**config.mk**
```make
export PLATFORM = sky130hd
export DESIGN_NAME = exception_unit_flat
export DESIGN_NICKNAME = d
export VERILOG_FILES = /design/src/rtl/exception_unit_if.sv /design/src/rtl/exception_unit.sv /design/src/flat_wrapper.sv
export SDC_FILE = /design/constraint.sdc
export NUM_CORES = 1
export LEC_CHECK = 0
export CORE_ASPECT_RATIO = 0.6
export CORE_MARGIN = 5
export CORE_UTILIZATION = 35
export CTS_CLUSTER_DIAMETER = 200
export CTS_CLUSTER_SIZE = 10
export DETAILED_ROUTE_END_ITERATION = 10
export PLACE_DENSITY = 0.8
export SKIP_LAST_GASP = 1
export SLEW_MARGIN = 40
export SYNTH_ARGS = -nofsm -noshare
export SYNTH_HDL_FRONTEND = slang
export SYNTH_SLANG_ARGS = --single-unit
export TNS_END_PERCENT = 1
```
**constraint.sdc**
```tcl
create_clock -name clk -period 2.7 [get_ports clk]
set_input_delay 0.54 -clock clk [delete_from_list [all_inputs] [get_ports clk]]
set_output_delay 0.54 -clock clk [all_outputs]
set_load 0.005 [all_outputs]
```
**src/rtl/exception_unit_if.sv**
```systemverilog
// Signal bundle between the exception sequencer and the control unit,
// PC/EPC registers and memory mux. The sequencer side uses the slave modport.
interface exception_unit_if #(
    parameter int N_SRC = 3
);
    logic [N_SRC-1:0] excpt_req;
    logic [N_SRC-1:0] excpt_mask;
    logic [31:0]      pc_in;
    logic [7:0]       mem_rdata;
    logic             busy;
    logic             mem_rd;
    logic [31:0]      vec_addr;
    logic [31:0]      new_pc;
    logic             pc_load;
    logic [31:0]      epc_out;
    logic [N_SRC-1:0] cause_out;

    modport master (
        output excpt_req, excpt_mask, pc_in, mem_rdata,
        input  busy, mem_rd, vec_addr, new_pc, pc_load, epc_out, cause_out
    );

    modport slave (
        input  excpt_req, excpt_mask, pc_in, mem_rdata,
        output busy, mem_rd, vec_addr, new_pc, pc_load, epc_out, cause_out
    );
endinterface

```
**src/rtl/exception_unit.sv**
```systemverilog
// Exception sequencer: latches requests, picks the highest enabled index,
// saves EPC, fetches the handler byte from the vector table and loads the PC.
module exception_unit #(
    parameter int N_SRC    = 3,
    parameter int VEC_BASE = 253,
    parameter int MEM_LAT  = 1
) (
    input  logic             clk,
    input  logic             reset_n,
    exception_unit_if.slave  bus
);
    localparam int         SEL_W = (N_SRC > 1) ? $clog2(N_SRC) : 1;
    localparam logic [2:0] LAT   = 3'(MEM_LAT);

    typedef enum logic [1:0] {
        IDLE  = 2'd0,
        FETCH = 2'd1,
        LOAD  = 2'd2
    } state_t;

    state_t           state_reg, state_next;
    logic [N_SRC-1:0] pending_reg, pending_next;
    logic [SEL_W-1:0] sel_reg, sel_next;
    logic [2:0]       cnt_reg, cnt_next;
    logic [31:0]      epc_reg, epc_next;
    logic [N_SRC-1:0] cause_reg, cause_next;
    logic [31:0]      new_pc_reg, new_pc_next;

    logic [N_SRC-1:0] trigger;
    logic [N_SRC-1:0] clr;
    logic [SEL_W-1:0] hi_idx;

    assign trigger = (pending_reg | bus.excpt_req) & bus.excpt_mask;

    // The serviced bit clears only in LOAD; a same-cycle request re-sets it below.
    genvar gi;
    generate
        for (gi = 0; gi < N_SRC; gi++) begin : g_clr
            assign clr[gi] = (state_reg == LOAD) && (sel_reg == SEL_W'(gi));
        end
    endgenerate

    always_comb begin
        hi_idx = '0;
        for (int i = 0; i < N_SRC; i++) begin
            if (trigger[i]) hi_idx = SEL_W'(i);
        end
    end

    always_comb begin
        state_next   = state_reg;
        sel_next     = sel_reg;
        cnt_next     = cnt_reg;
        epc_next     = epc_reg;
        cause_next   = cause_reg;
        new_pc_next  = new_pc_reg;
        pending_next = (pending_reg & ~clr) | bus.excpt_req;
        case (state_reg)
            IDLE: begin
                if (|trigger) begin
                    state_next = FETCH;
                    sel_next   = hi_idx;
                    epc_next   = bus.pc_in - 32'd4;
                    cause_next = N_SRC'(1) << hi_idx;
                    cnt_next   = '0;
                end
            end
            FETCH: begin
                cnt_next = cnt_reg + 3'd1;
                if (cnt_reg == LAT) begin
                    new_pc_next = {24'b0, bus.mem_rdata};
                    state_next  = LOAD;
                end
            end
            LOAD:    state_next = IDLE;
            default: state_next = IDLE;
        endcase
    end

    always_ff @(posedge clk or negedge reset_n) begin
        if (!reset_n) begin
            state_reg   <= IDLE;
            pending_reg <= '0;
            sel_reg     <= '0;
            cnt_reg     <= '0;
            epc_reg     <= '0;
            cause_reg   <= '0;
            new_pc_reg  <= '0;
        end else begin
            state_reg   <= state_next;
            pending_reg <= pending_next;
            sel_reg     <= sel_next;
            cnt_reg     <= cnt_next;
            epc_reg     <= epc_next;
            cause_reg   <= cause_next;
            new_pc_reg  <= new_pc_next;
        end
    end

    // Pure decodes of the state register, so they drop with an asynchronous reset.
    assign bus.busy      = (state_reg != IDLE);
    assign bus.mem_rd    = (state_reg == FETCH);
    assign bus.vec_addr  = (state_reg == FETCH) ? (32'(VEC_BASE) + 32'(sel_reg)) : 32'd0;
    assign bus.pc_load   = (state_reg == LOAD);
    assign bus.new_pc    = new_pc_reg;
    assign bus.epc_out   = epc_reg;
    assign bus.cause_out = cause_reg;
endmodule
```
**src/flat_wrapper.sv**
```systemverilog
// flat-port wrapper written by rule: the top's interface ports become plain ports
module exception_unit_flat 
#(
    parameter int N_SRC    = 3,
    parameter int VEC_BASE = 253,
    parameter int MEM_LAT  = 1
)
  (clk, reset_n, bus_excpt_req, bus_excpt_mask, bus_pc_in, bus_mem_rdata, bus_busy, bus_mem_rd, bus_vec_addr, bus_new_pc, bus_pc_load, bus_epc_out, bus_cause_out);
  exception_unit_if #(.N_SRC(N_SRC)) bus_i ();
  input  logic clk;
  input  logic reset_n;
  input wire logic [$bits(bus_i.excpt_req)-1:0] bus_excpt_req;
  input wire logic [$bits(bus_i.excpt_mask)-1:0] bus_excpt_mask;
  input wire logic [$bits(bus_i.pc_in)-1:0] bus_pc_in;
  input wire logic [$bits(bus_i.mem_rdata)-1:0] bus_mem_rdata;
  output wire logic [$bits(bus_i.busy)-1:0] bus_busy;
  output wire logic [$bits(bus_i.mem_rd)-1:0] bus_mem_rd;
  output wire logic [$bits(bus_i.vec_addr)-1:0] bus_vec_addr;
  output wire logic [$bits(bus_i.new_pc)-1:0] bus_new_pc;
  output wire logic [$bits(bus_i.pc_load)-1:0] bus_pc_load;
  output wire logic [$bits(bus_i.epc_out)-1:0] bus_epc_out;
  output wire logic [$bits(bus_i.cause_out)-1:0] bus_cause_out;
  assign bus_i.excpt_req = bus_excpt_req;
  assign bus_i.excpt_mask = bus_excpt_mask;
  assign bus_i.pc_in = bus_pc_in;
  assign bus_i.mem_rdata = bus_mem_rdata;
  assign bus_busy = bus_i.busy;
  assign bus_mem_rd = bus_i.mem_rd;
  assign bus_vec_addr = bus_i.vec_addr;
  assign bus_new_pc = bus_i.new_pc;
  assign bus_pc_load = bus_i.pc_load;
  assign bus_epc_out = bus_i.epc_out;
  assign bus_cause_out = bus_i.cause_out;
  exception_unit #(.N_SRC(N_SRC), .VEC_BASE(VEC_BASE), .MEM_LAT(MEM_LAT)) u_core (.clk(clk), .reset_n(reset_n), .bus(bus_i));
endmodule
```
==> results of run 1 <==
[placed cells by master (no fill, tap or decap), types with 2 or more instances in the layout]
cell type | synthesis | routed
nor2_1 | 25 | 25
buf_4 | 53 | 15
nor4_1 | 9 | 9
nor4_2 | 2 | 2
or4_4 | 2 | 2
dfrtp_1 | 52 | 52
xor2_1 | 5 | 5
nand4_1 | 3 | 3
inv_1 | 8 | 8
o21ai_1 | 2 | 2
nand3_1 | 4 | 4
nor2b_1 | 4 | 4
a21oi_1 | 12 | 12
nor3_1 | 8 | 8
and2_1 | 3 | 3
xnor2_1 | 21 | 21
clkdlybuf4s50_1 | 0 | 101
ha_1 | 7 | 7
nand2_1 | 39 | 39
conb_1 | 1 | 47
a21o_1 | 3 | 3
clkbuf_16 | 0 | 5
mux2_2 | 8 | 8
o21ai_0 | 24 | 24
nand2b_1 | 2 | 2
[cell usage after synthesis (5+ instances only)]
cell type and count:
nor3_1 8, o21ai_0 24, inv_1 8, dfrtp_1 52, xnor2_1 21, a21oi_1 12, clkbuf_1 9, nor4_1 9
nand2_1 39, buf_4 53, xor2_1 5, nor2_1 25, ha_1 7, mux2_2 8
[layer usage]
layer | share of wire | GRT usage | up-vias | wire length (um)
met3 | 0.070 | 0.0435 | 4 | 548
met1 | 0.44 | 0.192 | 1202 | 3450
met5 | 0 | 0 | - | 0
met2 | 0.48 | 0.240 | 77 | 3760
li1 | - | - | 1189 | -
met4 | 0.0058 | 0.0270 | 0 | 45
[critical path: stages, from the launching register on]
cell and delay, ps:
dfrtp_1 440, nand2b_1 280, nor2_1 300, clkdlybuf4s50_1 570
[per-stage QoR]
step,hold slack [ps],utilization
floorplan,244,-
global placement,455,0.479
detailed placement,461,0.479
CTS,285,0.496
global route,329,0.496
finish,268,0.496
[layout make-up]
type | instances | area (um2)
clock buffers | 6 | 129
flip-flops and latches | 52 | 1300
clock inverters | 2 | 16.3
fillers | 777 | 4260
well taps | 112 | 140
multi-input cells | 245 | 1430
repair buffers | 118 | 1150
inverters | 8 | 30.0
[worst max path at each step]
| stage | slack, ps | startpoint | cells past startpoint | end |
|---|---|---|---|---|
| after floorplan | 570 | bus_pc_in[26] | 5 | u_core.bus.epc_out[31] |
| after global placement | 50 | bus_pc_in[26] | 6 | u_core.bus.epc_out[31] |
| after detailed placement | 20 | bus_pc_in[26] | 6 | u_core.bus.epc_out[31] |
| after CTS | 250 | u_core.state_reg[1] | 3 | bus_vec_addr[4] |
| after global routing | 160 | u_core.state_reg[1] | 3 | bus_vec_addr[4] |
| final | 280 | u_core.state_reg[1] | 3 | bus_vec_addr[4] |
[logic make-up (layout without fill, tap and decap cells)]
| group | count (synthesis) | in the layout | share of synthesized area |
|---|---|---|---|
| and+or+nand+nor | 111 | 111 | 0.193 |
| muxes | 8 | 8 | 0.0300 |
| DFF | 52 | 52 | 0.433 |
| adders and majority gates | 7 | 7 | 0.0291 |
| buffers and inverters | 70 | 134 | 0.153 |
| other | 1 | 47 | 0.00125 |
| xor gates and xnor gates | 26 | 26 | 0.0757 |
| AOI/OAI and AO/OA | 46 | 46 | 0.0853 |
[power by group]
part | switching (mW) | internal (mW)
clock network | 0.290 | 0.346
registers | 0.230 | 1.15
logic | 0.833 | 1.16
total | 1.35 | 2.66
==> key figures, run 1 <==
GRT
  – Total track usage: 0.145
  – Total gr overflow: 0
  – Largest net degree at the start of global routing: 48
  – Initial antenna violation count: 0
  – Vias in the first global route: 2442
  – First-pass GRT wire length: roughly 12000 um

Critical path
  – Register-to-Register Path Depth: 4
  – RR Startpoint: u_core.state_reg[1]
  – Worst EP arrival: 1880 ps
  – Setup Crit Path Kind: reg -> out
  – CP endpoint kind: primary output
  – CP Launch Type: flip-flop
  – CP Max Fanout: 8
  – CP required: 2160 ps
  – R2R Setup Slk: 920 ps
  – R2R Path End: u_core.bus.new_pc[7]

Route
  – Via density: 4.55
  – Routed Wire Length: slightly below 8000 um
  – Number of DRC markers in iteration 0: 95
  – DRC Markers: 0
  – DR vias: between 2000 and 2500
  – Final ANT Viol Nets: 0
  – Routed WL per cell: 14.4 um
  – First-pass DRT Iterations: 4

Final layout
  – Max reg flops: 32
  – Share of cells above drive strength 1: 0.0974
  – Area growth syn-to-layout: 39.4%
  – Final instance count without filler cells: around 540
  – Number of antenna diodes: 0
  – Nets: 485
  – Post-Layout Inst Area: 0.00419 mm2

Yosys
  – Synth area leaders: dfrtp_1 (43%), buf_4 (13%), xnor2_1 (6.1%), nand2_1 (4.9%), o21ai_0 (4.0%)
  – Post-Synthesis Cell Area: 0.00301 mm2
  – Avg Cell Area, Syn: 9.37 um2
  – Synthesized flop and latch total: 52
  – Post-synth EDFFs: 0
  – Post-synth top area share: 0.433
  – Main flop type after synthesis: dfrtp_1
  – Synth async-reset ratio: 1.00
  – Yosys warns: 0
  – Post-Syn Instances: 321
  – Area leader, netlist: dfrtp_1
  – Sequential-to-total area share from yosys stat: 0.433
  – Distinct cells, synth: 39

Clocking
  – Post-CTS setup buffer count: 0
  – Clock root buffer: clkbuf_16
  – Sink Count: 52
  – TritonCTS Buffers: 5
  – Clock Tree Buf Depth: 2
  – Post_cts resized: 0
  – Clock slew at reported path FFs: 70 ps
  – H-tree depth: 2
  – Hold_buf cts: 0
  – CTS tree: yes
  – Clk_lat worst skew: around 290 ps

STA
  – Final setup violation count: 0
  – RSZ-0062 raised after global routing: false
  – Peak Freq: 413 MHz
  – Worst setup slack after layout: around 280 ps
  – Worst-margin pin slew: 629 ps
  – Worst-case clock skew: 7.16 ps
  – Relative slew slack: 0.581
  – Slew Limit Fails: 0
  – Hold Fails Final Rpt: 0
  – Final setup TNS: 0 ps
  – Final Critical Period: ~2400 ps
  – Fraction of the cycle the final worst path needs: 0.897

Floorplanning
  – Die Span X: 130 um
  – Row Count: 26
  – I/O pins: 150
  – Initial Util: 0.356
  – Die height: between 80 and 90 um
  – CORE AREA: 0.00846 mm2
  – Die ar.: 0.0106 mm2

Job
  – Max-Cap Viols: 0

Pwr
  – Pleak: 1.75 nW
  – PD cells: ~960 mW/mm2
  – VDD IR max: roughly 0.00047 V
  – Total power: 4.01 mW

Placement
  – IO Port Bufs: 102
  – DP HPWL: about 6300 um
  – Dpl cells: 535
  – Placement Setup Slack: 17.2 ps
  – GP Congestion: 0.809
  – DP Area: 0.00405 mm2

Hold path
  – Worst hold path type: in -> async

Run status
  – Status: finished clean
Power figures use the tool's default switching activity.
==> run 2: changes to the inputs <==
Settings changed: MAX_ROUTING_LAYER set to met4.
==> key figures, run 2 (same netlist as run 1, synthesis figures left out) <==
STA
  – Worst-margin pin slew: 629 ps
  – Hold Fails Final Rpt: 0
  – Relative slew slack: 0.581
  – Final setup violation count: 0
  – Final setup TNS: 0 ps
  – Peak Freq: 413 MHz
  – Hold Slack: between 200 and 300 ps
  – Worst-case clock skew: 7.51 ps
  – RSZ-0062 raised after global routing: false
  – Final Critical Period: 2420 ps
  – Slew Limit Fails: 0
  – Fraction of the cycle the final worst path needs: 0.896

Final layout
  – FILL cells: 777
  – Post-Layout Inst Area: roughly 0.0042 mm2
  – Nets: 485
  – Commonest cells after routing, fill and taps aside: clkdlybuf4s50_1 (101), dfrtp_1 (52), conb_1 (47), nand2_1 (39), nor2_1 (25)
  – Number of antenna diodes: 0
  – Area growth syn-to-layout: 39.4%
  – Final instance count without filler cells: approximately 540
  – Max reg flops: 32
  – Commonest non-fill, non-tap cell in the layout: clkdlybuf4s50_1
  – Share of cells above drive strength 1: 0.0974

Route
  – Routed Wire Length: 7790 um
  – DRC Markers: 0
  – First-pass DRT Iterations: 4
  – Final ANT Viol Nets: 0
  – Routed WL per cell: 14.3 um
  – Number of DRC markers in iteration 0: 102
  – DR vias: about 2500
  – Via density: 4.55

Critical path
  – Slowest Stage Delay on Critical Path: 570 ps
  – Critical Path Sink: bus_vec_addr[4]
  – Stages on worst setup path: 3
  – CP Max Fanout: 8
  – R2R Path End: u_core.bus.new_pc[7]
  – CP endpoint kind: primary output
  – Crit path buf inv count: 1
  – CP Launch Type: flip-flop
  – RR Startpoint: u_core.state_reg[1]
  – CP required: 2160 ps
  – Setup Crit Path Kind: reg -> out
  – Worst Setup SP: u_core.state_reg[1]
  – Worst EP arrival: between 1500 and 2000 ps
  – Crit path cell chain: nand2b_1 -> nor2_1 -> clkdlybuf4s50_1
  – Slowest-stage cell, CP: clkdlybuf4s50_1
  – R2R Setup Slk: 920 ps
  – Register-to-Register Path Depth: 4
  – CP delay by family, top: simple AND/OR/NAND/NOR gates

Clocking
  – Hold_buf cts: 0
  – H-tree depth: 2
  – Post_cts resized: 0
  – TritonCTS Buffers: 5
  – Clock Tree Buf Depth: 2
  – Clk_lat worst skew: 290 ps
  – CTS tree: yes
  – Sink Count: 52
  – Clock root buffer: clkbuf_16
  – Clock slew at reported path FFs: ~70 ps
  – Post-CTS setup buffer count: 0

Hold path
  – Worst hold path type: in -> async

Floorplanning
  – CORE AREA: 0.00846 mm2
  – Die ar.: 0.0106 mm2
  – I/O pins: 150
  – Die height: 81.8 um
  – Die Span X: 130 um
  – Initial Util: 0.356
  – Row Count: 26

Pwr
  – Pleak: 1.75 nW
  – VDD IR max: 0.000471 V
  – Switching portion of total power: 0.337
  – Sequential Power Share: 0.344
  – Clk network pwr share: 0.158
  – Logic pwr share: 0.498
  – NetSw: ~1.4 mW
  – Internal power: 2.66 mW
  – Total power: 4.02 mW
  – PD cells: 957 mW/mm2

GRT
  – Vias in the first global route: 2443
  – Total gr overflow: 0
  – Met3 GRT Util: 0.0416
  – Initial antenna violation count: 0
  – Grt met2 use: 0.239
  – Met1 global-route usage: 0.194
  – Largest net degree at the start of global routing: 48
  – Total track usage: 0.150
  – First-pass GRT wire length: 12100 um
  – Busiest grt layer: met2

Run status
  – Status: finished clean

Placement
  – IO Port Bufs: about 100
  – Dpl cells: 535
  – DP Area: around 0.0040 mm2
  – GP Congestion: 0.821
  – DP HPWL: 6300 um

Job
  – Max-Cap Viols: 0
[run 2: cell counts in the layout (fill, tap and decap cells not counted)]
No cell type changed its count.
[run 2: worst min-delay path by stage]
stage,start,endpoint,slack [ps],cells past startpoint
6_report,reset_n,u_core.bus.epc_out[25],270,1
3_3_place_gp,u_core.pending_reg[1],u_core.pending_reg[1],450,1
2_1_floorplan,reset_n,u_core.bus.cause_out[0],240,0
4_1_cts,reset_n,u_core.bus.epc_out[22],280,1
5_1_grt,reset_n,u_core.bus.epc_out[19],330,1
3_5_place_dp,u_core.pending_reg[2],u_core.pending_reg[2],460,1
[run 2: metrics by stage]
step | worst slack, ps | utilization
final | 280 | 0.496
after CTS | 246 | 0.496
after global routing | 162 | 0.496
after global placement | 53.7 | 0.479
after detailed placement | 17.2 | 0.479
after floorplan | 572 | -
[run 2: area by class of cell]
type                       instances  area (um2)  area share
clock inverter                     2        16.3     0.00388
multi-input combinational        245        1430       0.341
timing repair buffer             118        1150       0.274
clock buffer                       6         129      0.0307
tap                              112         140      0.0334
sequential                        52        1300       0.310
inverter                           8        30.0     0.00716
[run 2: power by group through the flow]
stage	clock network [mW]	registers, mW	logic, mW
floorplan	0	1.38	0.896
global placement	0	1.38	1.98
detailed placement	0	1.40	2.03
CTS	0.664	1.39	2.04
global route	0.693	1.44	2.21
finish	0.634	1.38	2.00
[run 2: routing by layer]
layer	wire length, um	vias up
met5	0	-
met2	3750	75
met3	483	4
met4	41	0
met1	3520	1203
li1	-	1189
==> run 3: changes to the inputs <==
Settings changed: CORE_MARGIN 5 to 8.
==> key figures, run 3 (same netlist as run 1, synthesis figures left out) <==
Run status
  – Status: finished clean

Floorplanning
  – Initial Util: 0.357
  – I/O pins: 150
  – Die height: 87.8 um
  – CORE AREA: 0.00843 mm2
  – Die Span X: 136 um
  – Die ar.: 0.0119 mm2
  – Row Count: 26

Final layout
  – Commonest cells after routing, fill and taps aside: clkdlybuf4s50_1 (101), dfrtp_1 (52), conb_1 (47), nand2_1 (39), nor2_1 (25)
  – Multi-input gate area: between 0.001 and 0.0015 mm2
  – Area growth syn-to-layout: 40.5%
  – Share of cells above drive strength 1: 0.0956
  – Max reg flops: 32
  – Number of antenna diodes: 0
  – Final Core Density: 0.502
  – FILL cells: 778
  – Nets: 484
  – Seq. cell area: 0.00130 mm2
  – Commonest non-fill, non-tap cell in the layout: clkdlybuf4s50_1

STA
  – Worst-margin pin slew: 668 ps
  – Final setup violation count: 0
  – RSZ-0062 raised after global routing: false
  – Hold Fails Final Rpt: 0
  – Final Critical Period: 2430 ps
  – Peak Freq: 411 MHz
  – Slew Limit Fails: 0
  – Final setup TNS: 0 ps
  – Fraction of the cycle the final worst path needs: 0.900
  – Relative slew slack: 0.555
  – Worst-case clock skew: 5.78 ps

Clocking
  – Clk_lat worst skew: 290 ps
  – Sink Count: 52
  – Post_cts resized: 0
  – Clock slew at reported path FFs: 70 ps
  – H-tree depth: 2
  – Clock root buffer: clkbuf_16
  – Clock Tree Buf Depth: 2
  – Hold_buf cts: 0
  – Post-CTS setup buffer count: 0
  – TritonCTS Buffers: 5
  – CTS tree: yes

Critical path
  – CP Launch Type: flip-flop
  – CP delay by family, top: simple AND/OR/NAND/NOR gates
  – Crit path cell chain: nand2b_1 -> nor2_1 -> clkdlybuf4s50_1
  – Crit path buf inv count: 1
  – Slowest-stage cell, CP: clkdlybuf4s50_1
  – CP Max Fanout: 8
  – Worst EP arrival: 1890 ps
  – Slowest Stage Delay on Critical Path: between 500 and 600 ps
  – Setup Crit Path Kind: reg -> out
  – CP required: 2160 ps
  – CP endpoint kind: primary output

Route
  – Routed Wire Length: 8020 um
  – Number of DRC markers in iteration 0: 92
  – DRC Markers: 0
  – First-pass DRT Iterations: 4
  – Final ANT Viol Nets: 0
  – Routed WL per cell: about 15 um
  – Via density: roughly 4.5
  – DR vias: 2410

GRT
  – Largest net degree at the start of global routing: between 50 and 60
  – First-pass GRT wire length: 12800 um
  – Total gr overflow: 0
  – Initial antenna violation count: 0
  – Total track usage: 0.139
  – Vias in the first global route: approximately 2600

Hold path
  – Worst hold path type: in -> async

Placement
  – GP Congestion: 0.798
  – DP HPWL: between 6000 and 7000 um
  – IO Port Bufs: between 100 and 150

Pwr
  – VDD IR max: around 0.00041 V
  – Pleak: 1.77 nW
  – PD cells: 991 mW/mm2

Job
  – Max-Cap Viols: 0
-- run 3: cell count changes in the layout (fill, tap and decap cells not counted), sizes merged --
| cell | before | now |
|---|---|---|
| clkinvlp | 1 | 0 |
| clkinv | 1 | 0 |
| buf | 17 | 16 |
| clkbuf | 6 | 5 |
| bufinv | 0 | 2 |
-- run 3: final timing paths --
check,cells after the start,to,slack [ps],startpoint
hold reg to reg,2,u_core.bus.epc_out[1],480,u_core.bus.epc_out[1]
setup reg to reg,4,u_core.bus.new_pc[3],900,u_core.state_reg[1]
setup / recovery,3,bus_vec_addr[5],270,u_core.state_reg[1]
hold / removal,2,u_core.bus.new_pc[3],360,reset_n
max in group asynchronous,2,u_core.bus.epc_out[28],1890,reset_n
min in group clk,2,u_core.bus.epc_out[1],480,u_core.bus.epc_out[1]
-- run 3: final cells by class --
type | count | area share
Timing Repair Buffer | 117 | 0.270
Inverter | 8 | 0.00710
Sequential cell | 52 | 0.308
Tap cell | 112 | 0.0332
Clock inverter | 2 | 0.0142
Clock buffer | 5 | 0.0296
Multi-Input combinational cell | 245 | 0.338
-- run 3: through the flow --
stage	power (mW)	area [um2]	worst slack (ps)	hold slack, ps	std cells
after CTS	4.27	4230	229	398	541
after floorplan	2.28	3180	572	244	367
after global placement	3.36	4040	55.5	454	534
after detailed placement	3.43	4040	18.3	465	534
after global routing	4.52	4230	129	428	541
final	4.19	4230	269	361	541
-- run 3: power breakdown --
group	internal (mW)	switching [mW]
logic	1.16	0.840
registers	1.15	0.226
clock network	0.526	0.281
-- run 3: per-layer routing --
metal | GRT usage | up-vias | wire length, um | part of all wire
met5 | - | - | 0 | 0
met1 | 0.161 | 1146 | 3620 | 0.45
li1 | - | 1192 | - | -
met2 | 0.232 | 67 | 3880 | 0.48
met3 | 0.0447 | 5 | 485 | 0.061
met4 | 0.0271 | 0 | 35 | 0.0044
